$ cat src/rtl/keypad_emulator_if.sv
// Key-code handshake between a key producer and the keypad emulator.
// Transfer occurs on a slowclk edge where key_valid and key_ready are both high.
interface keypad_emulator_if;
  logic       key_valid;
  logic [3:0] key_code;
  logic       key_ready;

  modport master (output key_valid, output key_code, input key_ready);
  modport slave  (input key_valid, input key_code, output key_ready);
endinterface

$ cat src/rtl/keypad_emulator.sv
// Synthetic 4x4 key matrix: replays queued key codes as timed presses on the
// active-low row lines, answering the scanner's column drive combinationally.
module keypad_emulator #(
  parameter int unsigned HOLD_CYCLES = 8,
  parameter int unsigned GAP_CYCLES  = 8,
  parameter int unsigned FIFO_DEPTH  = 4
) (
  input  logic                slowclk,
  input  logic                reset,
  keypad_emulator_if.slave    kbd,
  input  logic [3:0]          cols,
  output logic [3:0]          rows,
  output logic                pressing,
  output logic [3:0]          cur_key,
  output logic                key_done,
  output logic                busy
);

  localparam int unsigned AW = (FIFO_DEPTH > 1) ? $clog2(FIFO_DEPTH) : 1;
  localparam logic [AW:0] DepthCnt = (AW + 1)'(FIFO_DEPTH);
  localparam logic [7:0]  HoldLoad = 8'(HOLD_CYCLES - 1);
  localparam logic [7:0]  GapLoad  = 8'(GAP_CYCLES - 1);

  typedef enum logic [1:0] {StIdle, StPress, StRelease} state_e;

  state_e      state_q, state_d;
  logic [7:0]  cnt_q, cnt_d;
  logic [3:0]  cur_q, cur_d;
  logic        done_q, done_d;

  logic [3:0]    mem_q [FIFO_DEPTH];
  logic [AW-1:0] wptr_q, rptr_q;
  logic [AW:0]   count_q;
  logic          full, empty, push, pop;

  assign full          = (count_q == DepthCnt);
  assign empty         = (count_q == '0);
  assign kbd.key_ready = !full;
  assign push          = kbd.key_valid && !full;

  // Queue storage carries no reset; only pointers and occupancy matter.
  always_ff @(posedge slowclk) begin
    if (push) begin
      mem_q[wptr_q] <= kbd.key_code;
    end
  end

  always_ff @(posedge slowclk or posedge reset) begin
    if (reset) begin
      wptr_q  <= '0;
      rptr_q  <= '0;
      count_q <= '0;
    end else begin
      if (push) wptr_q <= wptr_q + 1'b1;
      if (pop)  rptr_q <= rptr_q + 1'b1;
      unique case ({push, pop})
        2'b10:   count_q <= count_q + 1'b1;
        2'b01:   count_q <= count_q - 1'b1;
        default: count_q <= count_q;
      endcase
    end
  end

  always_ff @(posedge slowclk or posedge reset) begin
    if (reset) begin
      state_q <= StIdle;
      cnt_q   <= '0;
      cur_q   <= '0;
      done_q  <= 1'b0;
    end else begin
      state_q <= state_d;
      cnt_q   <= cnt_d;
      cur_q   <= cur_d;
      done_q  <= done_d;
    end
  end

  always_comb begin
    state_d = state_q;
    cnt_d   = cnt_q;
    cur_d   = cur_q;
    done_d  = 1'b0;
    pop     = 1'b0;
    unique case (state_q)
      StIdle: begin
        if (!empty) begin
          pop     = 1'b1;
          cur_d   = mem_q[rptr_q];
          cnt_d   = HoldLoad;
          state_d = StPress;
        end
      end
      StPress: begin
        if (cnt_q == '0) begin
          cnt_d   = GapLoad;
          state_d = StRelease;
        end else begin
          cnt_d = cnt_q - 1'b1;
        end
      end
      StRelease: begin
        if (cnt_q == '0) begin
          done_d  = 1'b1;
          state_d = StIdle;
        end else begin
          cnt_d = cnt_q - 1'b1;
        end
      end
      default: state_d = StIdle;
    endcase
  end

  // Matrix position of the current key: column bit driven low, row bit pulled low.
  logic [1:0] key_col, key_row;
  always_comb begin
    key_col = 2'd0;
    key_row = 2'd0;
    unique case (cur_q)
      4'h0: begin key_col = 2'd1; key_row = 2'd0; end
      4'h1: begin key_col = 2'd0; key_row = 2'd3; end
      4'h2: begin key_col = 2'd1; key_row = 2'd3; end
      4'h3: begin key_col = 2'd2; key_row = 2'd3; end
      4'h4: begin key_col = 2'd0; key_row = 2'd2; end
      4'h5: begin key_col = 2'd1; key_row = 2'd2; end
      4'h6: begin key_col = 2'd2; key_row = 2'd2; end
      4'h7: begin key_col = 2'd0; key_row = 2'd1; end
      4'h8: begin key_col = 2'd1; key_row = 2'd1; end
      4'h9: begin key_col = 2'd2; key_row = 2'd1; end
      4'hA: begin key_col = 2'd0; key_row = 2'd0; end
      4'hB: begin key_col = 2'd2; key_row = 2'd0; end
      4'hC: begin key_col = 2'd3; key_row = 2'd3; end
      4'hD: begin key_col = 2'd3; key_row = 2'd2; end
      4'hE: begin key_col = 2'd3; key_row = 2'd1; end
      default: begin key_col = 2'd3; key_row = 2'd0; end
    endcase
  end

  assign pressing = (state_q == StPress);
  assign cur_key  = cur_q;
  assign key_done = done_q;
  assign busy     = (state_q != StIdle) || !empty;

  always_comb begin
    rows = 4'hF;
    if (pressing && !cols[key_col]) begin
      rows[key_row] = 1'b0;
    end
  end

endmodule
$ cat src/flat_wrapper.sv
// flat-port wrapper written by rule: the top's interface ports become plain ports
module keypad_emulator_flat 
#(
  parameter int unsigned HOLD_CYCLES = 8,
  parameter int unsigned GAP_CYCLES  = 8,
  parameter int unsigned FIFO_DEPTH  = 4
)
  (slowclk, reset, cols, rows, pressing, cur_key, key_done, busy, kbd_key_valid, kbd_key_code, kbd_key_ready);
  keypad_emulator_if kbd_i ();
  input  logic slowclk;
  input  logic reset;
  input  logic [3:0] cols;
  output logic [3:0] rows;
  output logic pressing;
  output logic [3:0] cur_key;
  output logic key_done;
  output logic busy;
  input wire logic [$bits(kbd_i.key_valid)-1:0] kbd_key_valid;
  input wire logic [$bits(kbd_i.key_code)-1:0] kbd_key_code;
  output wire logic [$bits(kbd_i.key_ready)-1:0] kbd_key_ready;
  assign kbd_i.key_valid = kbd_key_valid;
  assign kbd_i.key_code = kbd_key_code;
  assign kbd_key_ready = kbd_i.key_ready;
  keypad_emulator #(.HOLD_CYCLES(HOLD_CYCLES), .GAP_CYCLES(GAP_CYCLES), .FIFO_DEPTH(FIFO_DEPTH)) u_core (.slowclk(slowclk), .reset(reset), .kbd(kbd_i), .cols(cols), .rows(rows), .pressing(pressing), .cur_key(cur_key), .key_done(key_done), .busy(busy));
endmodule
$ cat config.mk
export PLATFORM = sky130hd
export DESIGN_NAME = keypad_emulator_flat
export DESIGN_NICKNAME = d
export VERILOG_FILES = /design/src/rtl/keypad_emulator_if.sv /design/src/rtl/keypad_emulator.sv /design/src/flat_wrapper.sv
export SDC_FILE = /design/constraint.sdc
export NUM_CORES = 1
export LEC_CHECK = 0
export ABC_AREA = 1
export CAP_MARGIN = 20
export CORE_MARGIN = 1
export CORE_UTILIZATION = 50
export CTS_BUF_LIST = sky130_fd_sc_hd__clkbuf_8
export DETAILED_ROUTE_END_ITERATION = 6
export PLACE_DENSITY = 0.72
export SYNTH_ARGS = -nofsm -noshare
export SYNTH_HDL_FRONTEND = slang
export SYNTH_SLANG_ARGS = --single-unit
$ cat constraint.sdc
create_clock -name slowclk -period 2.3 [get_ports slowclk]
set_input_delay 0.46 -clock slowclk [delete_from_list [all_inputs] [get_ports slowclk]]
set_output_delay 0.46 -clock slowclk [all_outputs]
set_load 0.05 [all_outputs]
==> results of run 1 <==
==> layer usage <==
layer	global-route usage, %	wire length (um)	up-vias
li1	-	-	821
met1	24.6	1770	726
met2	34.5	1840	31
met3	5.14	145	2
met4	6.91	33	0
met5	0	0	-
==> power breakdown <==
group / internal [mW] / leakage (nW) / switching (mW)
logic: 0.710 / 0.720 / 1.29
registers: 0.937 / 0.418 / 0.197
clock network: 0.434 / 0.0683 / 0.239
==> tightest hold or removal path, cell delays in order <==
cell and delay (ns):
clkdlybuf4s50_1 0.39, inv_1 0.05, buf_4 0.28
==> logic make-up (layout without fill, tap and decap cells) <==
family,Yosys count,in the layout,synth area share (%)
adders and majority gates,12,12,7.46
buffers and inverters,41,69,7.35
DFF,38,38,48.8
and+or+nand+nor,107,107,23.8
xor gates and xnor gates,10,10,4.15
AOI/OAI and AO/OA,33,33,8.47
==> final cells by class <==
cell class                      count  area (um2)  area share [%]
Inverter                           38         143            5.57
Tap cell                           50        62.6            2.44
Timing Repair Buffer               23         263            10.3
Multi-Input combinational cell    162         926            36.1
Sequential cell                    38        1030            40.2
Clock buffer                        5        68.8            2.69
Clock inverter                      3        68.8            2.69
==> Yosys cell counts <==
| cell type | instances |
|---|---|
| a21oi_1 | 4 |
| nor2_2 | 5 |
| inv_1 | 35 |
| nor2_1 | 31 |
| xnor2_1 | 4 |
| nand3_1 | 11 |
| nand4_1 | 5 |
| dfrtp_1 | 22 |
| o21ai_1 | 2 |
| fa_1 | 1 |
| a21boi_0 | 1 |
| o21ai_2 | 1 |
| inv_2 | 3 |
| edfxtp_1 | 16 |
| o21bai_2 | 1 |
| nand2_1 | 44 |
| nand3_2 | 3 |
| buf_2 | 1 |
| nor2_4 | 2 |
| clkbuf_1 | 2 |
| a31oi_1 | 1 |
| nand2_4 | 2 |
| o21ai_0 | 23 |
| xor2_1 | 6 |
| ha_1 | 11 |
| nand3b_1 | 2 |
| nand2_2 | 2 |
==> path summary, 6_finish.rpt <==
kind                                   start                 to  depth (start not counted)
min in group slowclk         u_core.cnt_q[1]    u_core.cnt_q[1]                          2
setup / recovery           u_core.count_q[1]      kbd_key_ready                          3
hold reg to reg              u_core.cnt_q[1]    u_core.cnt_q[1]                          2
hold / removal                         reset   u_core.rptr_q[0]                          3
max in group asynchronous              reset  u_core.cur_key[0]                          3
setup reg to reg           u_core.state_q[0]  u_core.count_q[2]                         11
==> flip-flops by register name (all words and copies together), names as in the netlist <==
name,flops
u_core.cnt_q,8
u_core.count_q,3
u_core.cur_key,4
u_core.key_done,1
u_core.mem_q,16
u_core.rptr_q,2
u_core.state_q,2
u_core.wptr_q,2
==> through the flow <==
step | cells | power (mW) | worst slack [ns] | util, %
2_1_floorplan | 241 | 2.62 | 0.0539 | -
3_3_place_gp | 311 | 3.09 | 0.260 | 60.2
3_5_place_dp | 311 | 3.15 | 0.231 | 60.2
4_1_cts | 319 | 3.84 | 0.119 | 63.6
5_1_grt | 319 | 4.16 | 0.0213 | 63.6
6_report | 319 | 3.81 | 0.131 | 63.6
==> cell usage in the layout, fill, tap and decap left out, drive strengths merged, types with 5 or more instances in the layout <==
| cell | count |
|---|---|
| nand2 | 48 |
| inv | 38 |
| nor2 | 38 |
| o21ai | 26 |
| dfrtp | 22 |
| clkdlybuf4s50 | 16 |
| edfxtp | 16 |
| nand3 | 14 |
| ha | 11 |
| buf | 7 |
| xor2 | 6 |
| nand4 | 5 |
| clkbuf | 5 |
==> results.toml, run 1 <==
[layout]
final_layout_size_suffix_gt1_share_pct = 13.0
fill_cells = 342
finalInstanceArea_um2 = 2560
num_antenna_cells = 0
nets = 291
area_growth_pct = 21.3

[grt]
grt_max_degree = 23
antenna_found_initial = 0
grt-ovfl-total = 0
grt_pass1_vias = 1542
track_usage_pct = 20.2
grt_pass1_wl_um = 6660

[timing]
fin_setup_tns_ns = 0
hold_viol = 0
tightest_slew_ns = 0.495
whs_ns = 0.507
setup_viol = 0
min_period_ns = 2.17
slew_violations = 0
finalClockSkew_ns = 0.00548
fin_crit_sh_pct = 94.3
rsz0062_at_grt = "false"
max_freq_mhz = 461
relSlewSlack_pct = 66.9

[worst_setup_path]
critPathCaptureType = "output pin"
critPathLaunchType = "flop"
critPathMaxFanout = 3
cp_num_buf_inv = 1
path_cells = "nor2_2, nand2_1, clkdlybuf4s50_1"
critPathMaxStageDelay_ns = 0.72
crit_type = "flop to output pin"
slowest_stage = "clkdlybuf4s50_1"
critPathArrivalTime_ns = 1.71
crit_family = "buffers and inverters"
reg2reg_slack_ns = 0.29
required_ns = 1.84

[die]
die-height_um = 67.0
initial_core_util_pct = 52.4
die_x_um = 67.0
io_pins = 23
die-area_um2 = 4490
coreArea_um2 = 4030
fp-row-count = 23

[power_and_ir_drop]
p_per_area_nw_per_um2 = 1490
worst_ir_drop_vdd_v = 0.000869
p_leak_nw = 1.21

[synth]
syn_nets = 264
syn_avg_cell_area_um2 = 8.76
synth.largest_area_cell = "dfrtp_1"
synthDominantCellAreaShare_pct = 26.1
syn_inst = 241
yosys_warnings = 0
synth_seq_cells = 38
synth_area_leaders = "dfrtp_1 26%, edfxtp_1 23%, nand2_1 7.8%"
ys_seq_area_share_pct = 48.8
synth_cell_type_count = 27
netlist_area_um2 = 2110

[hold_path]
hold_class = "primary input to async pin"

[clocking]
cts.path.max_buffers = 2
cts_tree = "yes"
hold_buffers = 0
clkLatencyLatePin_ns = 0.29
post_cts_resized = 0
numCtsBuffers = 5
ctsHtreeMaxLevel = 2
postCtsSetupRepairBufs = 0
cts.sinks = 38
path_clk_slew_ns = 0.08
root_buffer = "clkbuf_8"

[drt]
drc_errors = 0
routed_via_density = 4.95
firstDrtPassIters = 4
dr_total_vias = 1580
antenna_left = 0
routedWlPerCell_um = 11.9
wirelength_um = 3790
first_iter_violations = 106

[flow_run]
drv_cap = 0

[placement]
portBuffers = 22
dpl.hpwl_um = 2820
placed_cell_area_um2 = 2420
routabilityCongestion = 0.809

[status]
outcome = "completed"
Power figures use the tool's default switching activity.
==> run 2: changes to the inputs <==
CTS_CLUSTER_DIAMETER = 150   (was not set)
==> results of run 2 <==
No change in the layout: final DEF, timing and power equal those of run 1.
==> run 3: changes to the inputs <==
==> constraint.sdc (replaced) <==
create_clock -name slowclk -period 2.1 [get_ports slowclk]
set_input_delay 0.42 -clock slowclk [delete_from_list [all_inputs] [get_ports slowclk]]
set_output_delay 0.42 -clock slowclk [all_outputs]
set_load 0.005 [all_outputs]
==> results.toml, run 3 (same netlist as run 1, synthesis figures left out) <==
[power_and_ir_drop]
worst_ir_drop_vdd_v = 0.000639
p_leak_nw = 1.22
p_total_mw = 3.91
p_per_area_nw_per_um2 = 1490

[drt]
routed_via_density = 4.87
firstDrtPassIters = 4
routedWlPerCell_um = 11.8
antenna_left = 0
dr_total_vias = 1613
first_iter_violations = 62
wirelength_um = 3900
drc_errors = 0

[grt]
track_usage_pct = 20.0
grt_pass1_wl_um = 6580
grt_pass1_vias = 1491
grt_max_degree = 23
grt-ovfl-total = 0
antenna_found_initial = 0

[layout]
nets = 303
instances_no_fill = 331
fin_util_pct = 65.2
layout_commonest_cell = "nand2_1"
area_growth_pct = 24.3
seq_area_um2 = 1040
largest_reg_flops = 16
fill_cells = 347
num_antenna_cells = 0
top_register = "u_core.mem_q"
final_layout_size_suffix_gt1_share_pct = 22.8
multiInputGateArea_um2 = 992
mostFrequentLayoutCells = "39 x nand2_1, 31 x inv_1, 29 x nor2_1"

[timing]
setup_slack_ns = 0.0335
setup_viol = 0
finalClockSkew_ns = 0.00920
slew_violations = 0
max_freq_mhz = 484
fin_crit_sh_pct = 98.4
relSlewSlack_pct = 72.8
tightest_slew_ns = 0.406
fin_setup_tns_ns = 0
hold_viol = 0
min_period_ns = 2.07

[worst_setup_path]
critPathMaxFanout = 5
critPathCaptureType = "output pin"
reg2reg_slack_ns = 0.19
required_ns = 1.68
crit_type = "flop to output pin"
critPathArrivalTime_ns = 1.65
critPathLaunchType = "flop"

[clocking]
cts.sinks = 38
path_clk_slew_ns = 0.08
cts_tree = "yes"
ctsHtreeMaxLevel = 2
numCtsBuffers = 5
cts.path.max_buffers = 2
hold_buffers = 0
clkLatencyLatePin_ns = 0.29
root_buffer = "clkbuf_8"

[placement]
dp_worst_setup_slack_ns = -0.0618
portBuffers = 22
dp.cells = 315
routabilityCongestion = 0.855
dpl.hpwl_um = 2770

[flow_run]
drv_cap = 0

[hold_path]
hold_class = "primary input to async pin"

[die]
fp-row-count = 23
initial_core_util_pct = 52.4
die-area_um2 = 4490
die_x_um = 67.0
die-height_um = 67.0
io_pins = 23
coreArea_um2 = 4030

[status]
outcome = "completed"
-- run 3: cell count changes in the layout (fill, tap and decap cells not counted), sizes merged --
cell           previous run  this run
buf                       7        13
bufinv                    2         0
clkbuf                    5        10
clkdlybuf4s50            16        18
clkinvlp                  0         1
-- run 3: repair_timing --
action	in CTS	in global routing
buffers inserted	2	6
pin swaps	4	8
endpoints found under the setup margin	5	7
resized for setup	15	22
-- run 3: area by class of cell --
cell class,count,area share (%)
inverters,38,5.43
flip-flops and latches,38,39.4
clock inverters,2,0.476
well taps,50,2.38
multi-input cells,162,37.8
repair buffers,35,11.3
clock buffers,6,3.14
-- run 3: where the power goes --
part | total, mW | internal (mW) | switching [mW]
Combinational | 2.11 | 0.923 | 1.19
Sequential | 1.28 | 1.03 | 0.244
Clock | 0.522 | 0.264 | 0.259
Total | 3.91 | 2.22 | 1.69
-- run 3: worst max-delay path: stages (launching register included) --
cell	delay, ns
dfrtp_2	0.48
nand2_4	0.11
nand2_1	0.07
a21oi_2	0.18
nand3b_1	0.19
buf_4	0.13
nand4_1	0.08
clkbuf_2	0.12
-- run 3: metal layers --
layer	vias up	GRT usage (%)	share of wire (%)
met2	34	32.6	47
met1	730	25.1	47
met3	5	5.31	4.2
met4	0	7.98	1.3
li1	844	-	-
met5	-	0	0
-- run 3: path summary, 6_finish.rpt --
check                                  startpoint           endpoint  cells past startpoint
worst min-delay path                        reset   u_core.rptr_q[1]                      3
min in group slowclk              u_core.cnt_q[1]    u_core.cnt_q[1]                      2
worst max-delay path            u_core.cur_key[2]            rows[3]                      7
worst min register to register    u_core.cnt_q[1]    u_core.cnt_q[1]                      2
worst max register to register  u_core.state_q[0]  u_core.count_q[2]                     11
max in group asynchronous                   reset  u_core.cur_key[0]                      3
-- run 3: metrics by stage --
stage / area [um2] / hold slack, ns
detailed placement: 2420 / 0.473
finish: 2630 / 0.460
global placement: 2420 / 0.465
floorplan: 2110 / 0.409
CTS: 2550 / 0.473
global route: 2630 / 0.492
==> edit: new RTL, flow settings as in run 2 <==
`HOLD_CYCLES` is set to 8 in 2 places; all go to 6.
--- a/src/rtl/keypad_emulator.sv
+++ b/src/rtl/keypad_emulator.sv
@@ -2,5 +2,5 @@
 // active-low row lines, answering the scanner's column drive combinationally.
 module keypad_emulator #(
-  parameter int unsigned HOLD_CYCLES = 8,
+  parameter int unsigned HOLD_CYCLES = 6,
   parameter int unsigned GAP_CYCLES  = 8,
   parameter int unsigned FIFO_DEPTH  = 4
--- a/src/flat_wrapper.sv
+++ b/src/flat_wrapper.sv
@@ -2,5 +2,5 @@
 module keypad_emulator_flat 
 #(
-  parameter int unsigned HOLD_CYCLES = 8,
+  parameter int unsigned HOLD_CYCLES = 6,
   parameter int unsigned GAP_CYCLES  = 8,
   parameter int unsigned FIFO_DEPTH  = 4
Formal check against the unedited RTL: not equivalent (Yosys sat finds a counterexample within 10 cycles, from zero or initial values and one cycle with reset high).
==> edit against run 2 <==
Sequential cell count is the same; cell area increased by 1.7%; hold slack worse by 0.0029 ns; routed wire length up 4.5%; core utilization up 0.63 points; worst setup slack lost 0.019 ns; synthesized area increased by 1.9%; total power grew 8.1%; cell count grew 0.63%; critical endpoint unchanged; largest cell class unchanged; highest routed layer unchanged.
==> edit: results (changes against run 2) <==
OUTCOME
-----------------------------------------------------------------------------
Status                                                              completed

HOLD PATH
-----------------------------------------------------------------------------
HP Class                                                             in2async

PWR
-----------------------------------------------------------------------------
Worst ir drop on vdd                                                 0.722 mV   -17%
Int Pwr                                                               2.20 mW   +5.5%
Leak Pwr                                                              1.19 nW   -1.1%
Combinational share of power                                            0.551   +0.026

PLACED DESIGN
-----------------------------------------------------------------------------
Pre-CTS worst setup slack                                            0.186 ns   -0.0449 ns
Routability Congestion                                                  0.775   -4.2%
Detailed placement HPWL                                               2.93 mm   +3.8%
Number of port buffers                                                     22   unchanged

SYNTHESIS
-----------------------------------------------------------------------------
Portion of the post-synthesis area used by sequential elements          0.479   -0.00908
Main area contributors after synthesis                           dfrtp_1, edfxtp_1, nand2_1
Number of distinct library cells after synthesis                           32   +19%
Synth Flop Type                                                       dfrtp_1
Count of synthesis-stage warnings from yosys                                0   unchanged
Leading post-synthesis cells by instance count                   nand2_1, inv_1, nor2_1
Syn nets                                                                  265   +0.38%

CLOCK NETWORK
-----------------------------------------------------------------------------
TritonCTS buffer count                                                      5   unchanged
# H-tree levels                                                             2   unchanged
Buffers inserted during post-CTS setup optimization                         0   unchanged
Clk pin slew, worst setup/hold paths                                  0.08 ns   about the same
Maximum buffer depth of the clock tree                                      2   unchanged
CTS Root Buffer Type                                                 clkbuf_8
Number of gates resized after CTS                                           0   unchanged

FINISH
-----------------------------------------------------------------------------
Fraction of final layout cells sized beyond drive strength 1            0.144   +0.0138
Antenna Cells                                                               0   unchanged
Biggest register                                                 u_core.mem_q
Number of nets at the end of the flow                                     293   +0.69%

ROUTING
-----------------------------------------------------------------------------
Detailed-route vias per instance                                         5.03   +1.6%
Wirelength, routed                                                    3.96 mm   +4.5%
Detailed-router iteration count before antenna repair                       4   unchanged
Violation count after the first detailed-routing iteration                 64   -40%

WORST SETUP PATH
-----------------------------------------------------------------------------
R2R cell count                                                             11   unchanged
Critical Path Start                                              u_core.count_q[0]$_DFFE_PP0P_
Worst reg2reg path endpoint                                      u_core.count_q[2]$_DFFE_PP0P_
Slowest cell on the critical path                                clkdlybuf4s50_1
Crit Path Max Fanout                                                        3   unchanged
Crit path DAT                                                         1.73 ns   +0.02 ns
Reg-to-reg startpoint                                            u_core.state_q[0]$_DFFE_PP0P_
Crit path to                                                     kbd_key_ready
Worst setup slack for register-to-register paths                      0.27 ns   -0.02 ns

GLOBAL ROUTING
-----------------------------------------------------------------------------
First-pass GRT wire length                                            6.87 mm   +3.2%
Largest net degree at the start of global routing                          23   unchanged
Total global routing track utilization                                  0.208   +0.00629
Via count of the first global-routing pass                               1566   +1.6%

TIMING
-----------------------------------------------------------------------------
Hold violation count in the final report                                    0   unchanged
Post-layout worst setup margin                                       0.112 ns   -0.0187 ns
Pin slew with the least headroom to its limit                        0.494 ns   -0.000691 ns
Clock Skews                                                        0.00536 ns   -0.000115 ns

-- edit: power groups by stage --
stage / Combinational (mW) / Clock (mW) / Sequential [mW]
floorplan: 1.66 / 0 / 1.22
global placement: 2.22 / 0 / 1.16
detailed placement: 2.27 / 0 / 1.17
CTS: 2.29 / 0.689 / 1.16
global route: 2.57 / 0.719 / 1.20
finish: 2.27 / 0.683 / 1.16
-- edit: kinds of logic (layout without fill, tap and decap cells) --
| group | Yosys count | after routing | share of synthesized area |
|---|---|---|---|
| XOR/XNOR | 9 | 9 | 0.0366 |
| AO/OA/AOI/OAI | 34 | 34 | 0.0907 |
| AND/OR/NAND/NOR | 108 | 108 | 0.246 |
| adder cells (fa/ha/maj) | 12 | 12 | 0.0733 |
| flip-flops | 38 | 38 | 0.479 |
| buffers and inverters | 41 | 70 | 0.0744 |
-- edit: layer usage --
| layer | global-route usage | up-vias | share of wire |
|---|---|---|---|
| li1 | - | 836 | - |
| met1 | 0.269 | 739 | 0.49 |
| met2 | 0.332 | 32 | 0.45 |
| met3 | 0.0456 | 8 | 0.042 |
| met4 | 0.0957 | 0 | 0.020 |
| met5 | 0 | - | 0 |
-- edit: final cells by class --
cell class                 instances  area, um2
tap                               50       62.6
sequential                        38       1030
fill                             332       1450
timing repair buffer              23        263
multi-input combinational        163        961
inverter                          39        151
clock inverter                     3       68.8
clock buffer                       5       68.8
-- edit: worst min path at each step --
stage	startpoint	to	cells past startpoint
detailed placement	u_core.cnt_q[6]$_DFFE_PP0P_	u_core.cnt_q[6]$_DFFE_PP0P_	2
global route	u_core.cnt_q[6]$_DFFE_PP0P_	u_core.cnt_q[6]$_DFFE_PP0P_	2
floorplan	reset	u_core.cnt_q[0]$_DFFE_PP0P_	1
global placement	u_core.cnt_q[6]$_DFFE_PP0P_	u_core.cnt_q[6]$_DFFE_PP0P_	2
finish	reset	u_core.rptr_q[0]$_DFFE_PP0P_	3
CTS	u_core.cnt_q[6]$_DFFE_PP0P_	u_core.cnt_q[6]$_DFFE_PP0P_	2
-- edit: worst max-delay path: cells and delay by family (launching register included) --
family	cells	cell delay (ns)
buffers and inverters	1	0.72
DFF	1	0.43
and+or+nand+nor	2	0.28
-- edit: through the flow --
stage	hold slack, ns	util	cells	area, um2
4_1_cts	0.513	0.642	321	2610
6_report	0.504	0.642	321	2610
2_1_floorplan	0.449	-	242	2150
3_3_place_gp	0.491	0.608	313	2470
3_5_place_dp	0.495	0.608	313	2470
5_1_grt	0.551	0.642	321	2610
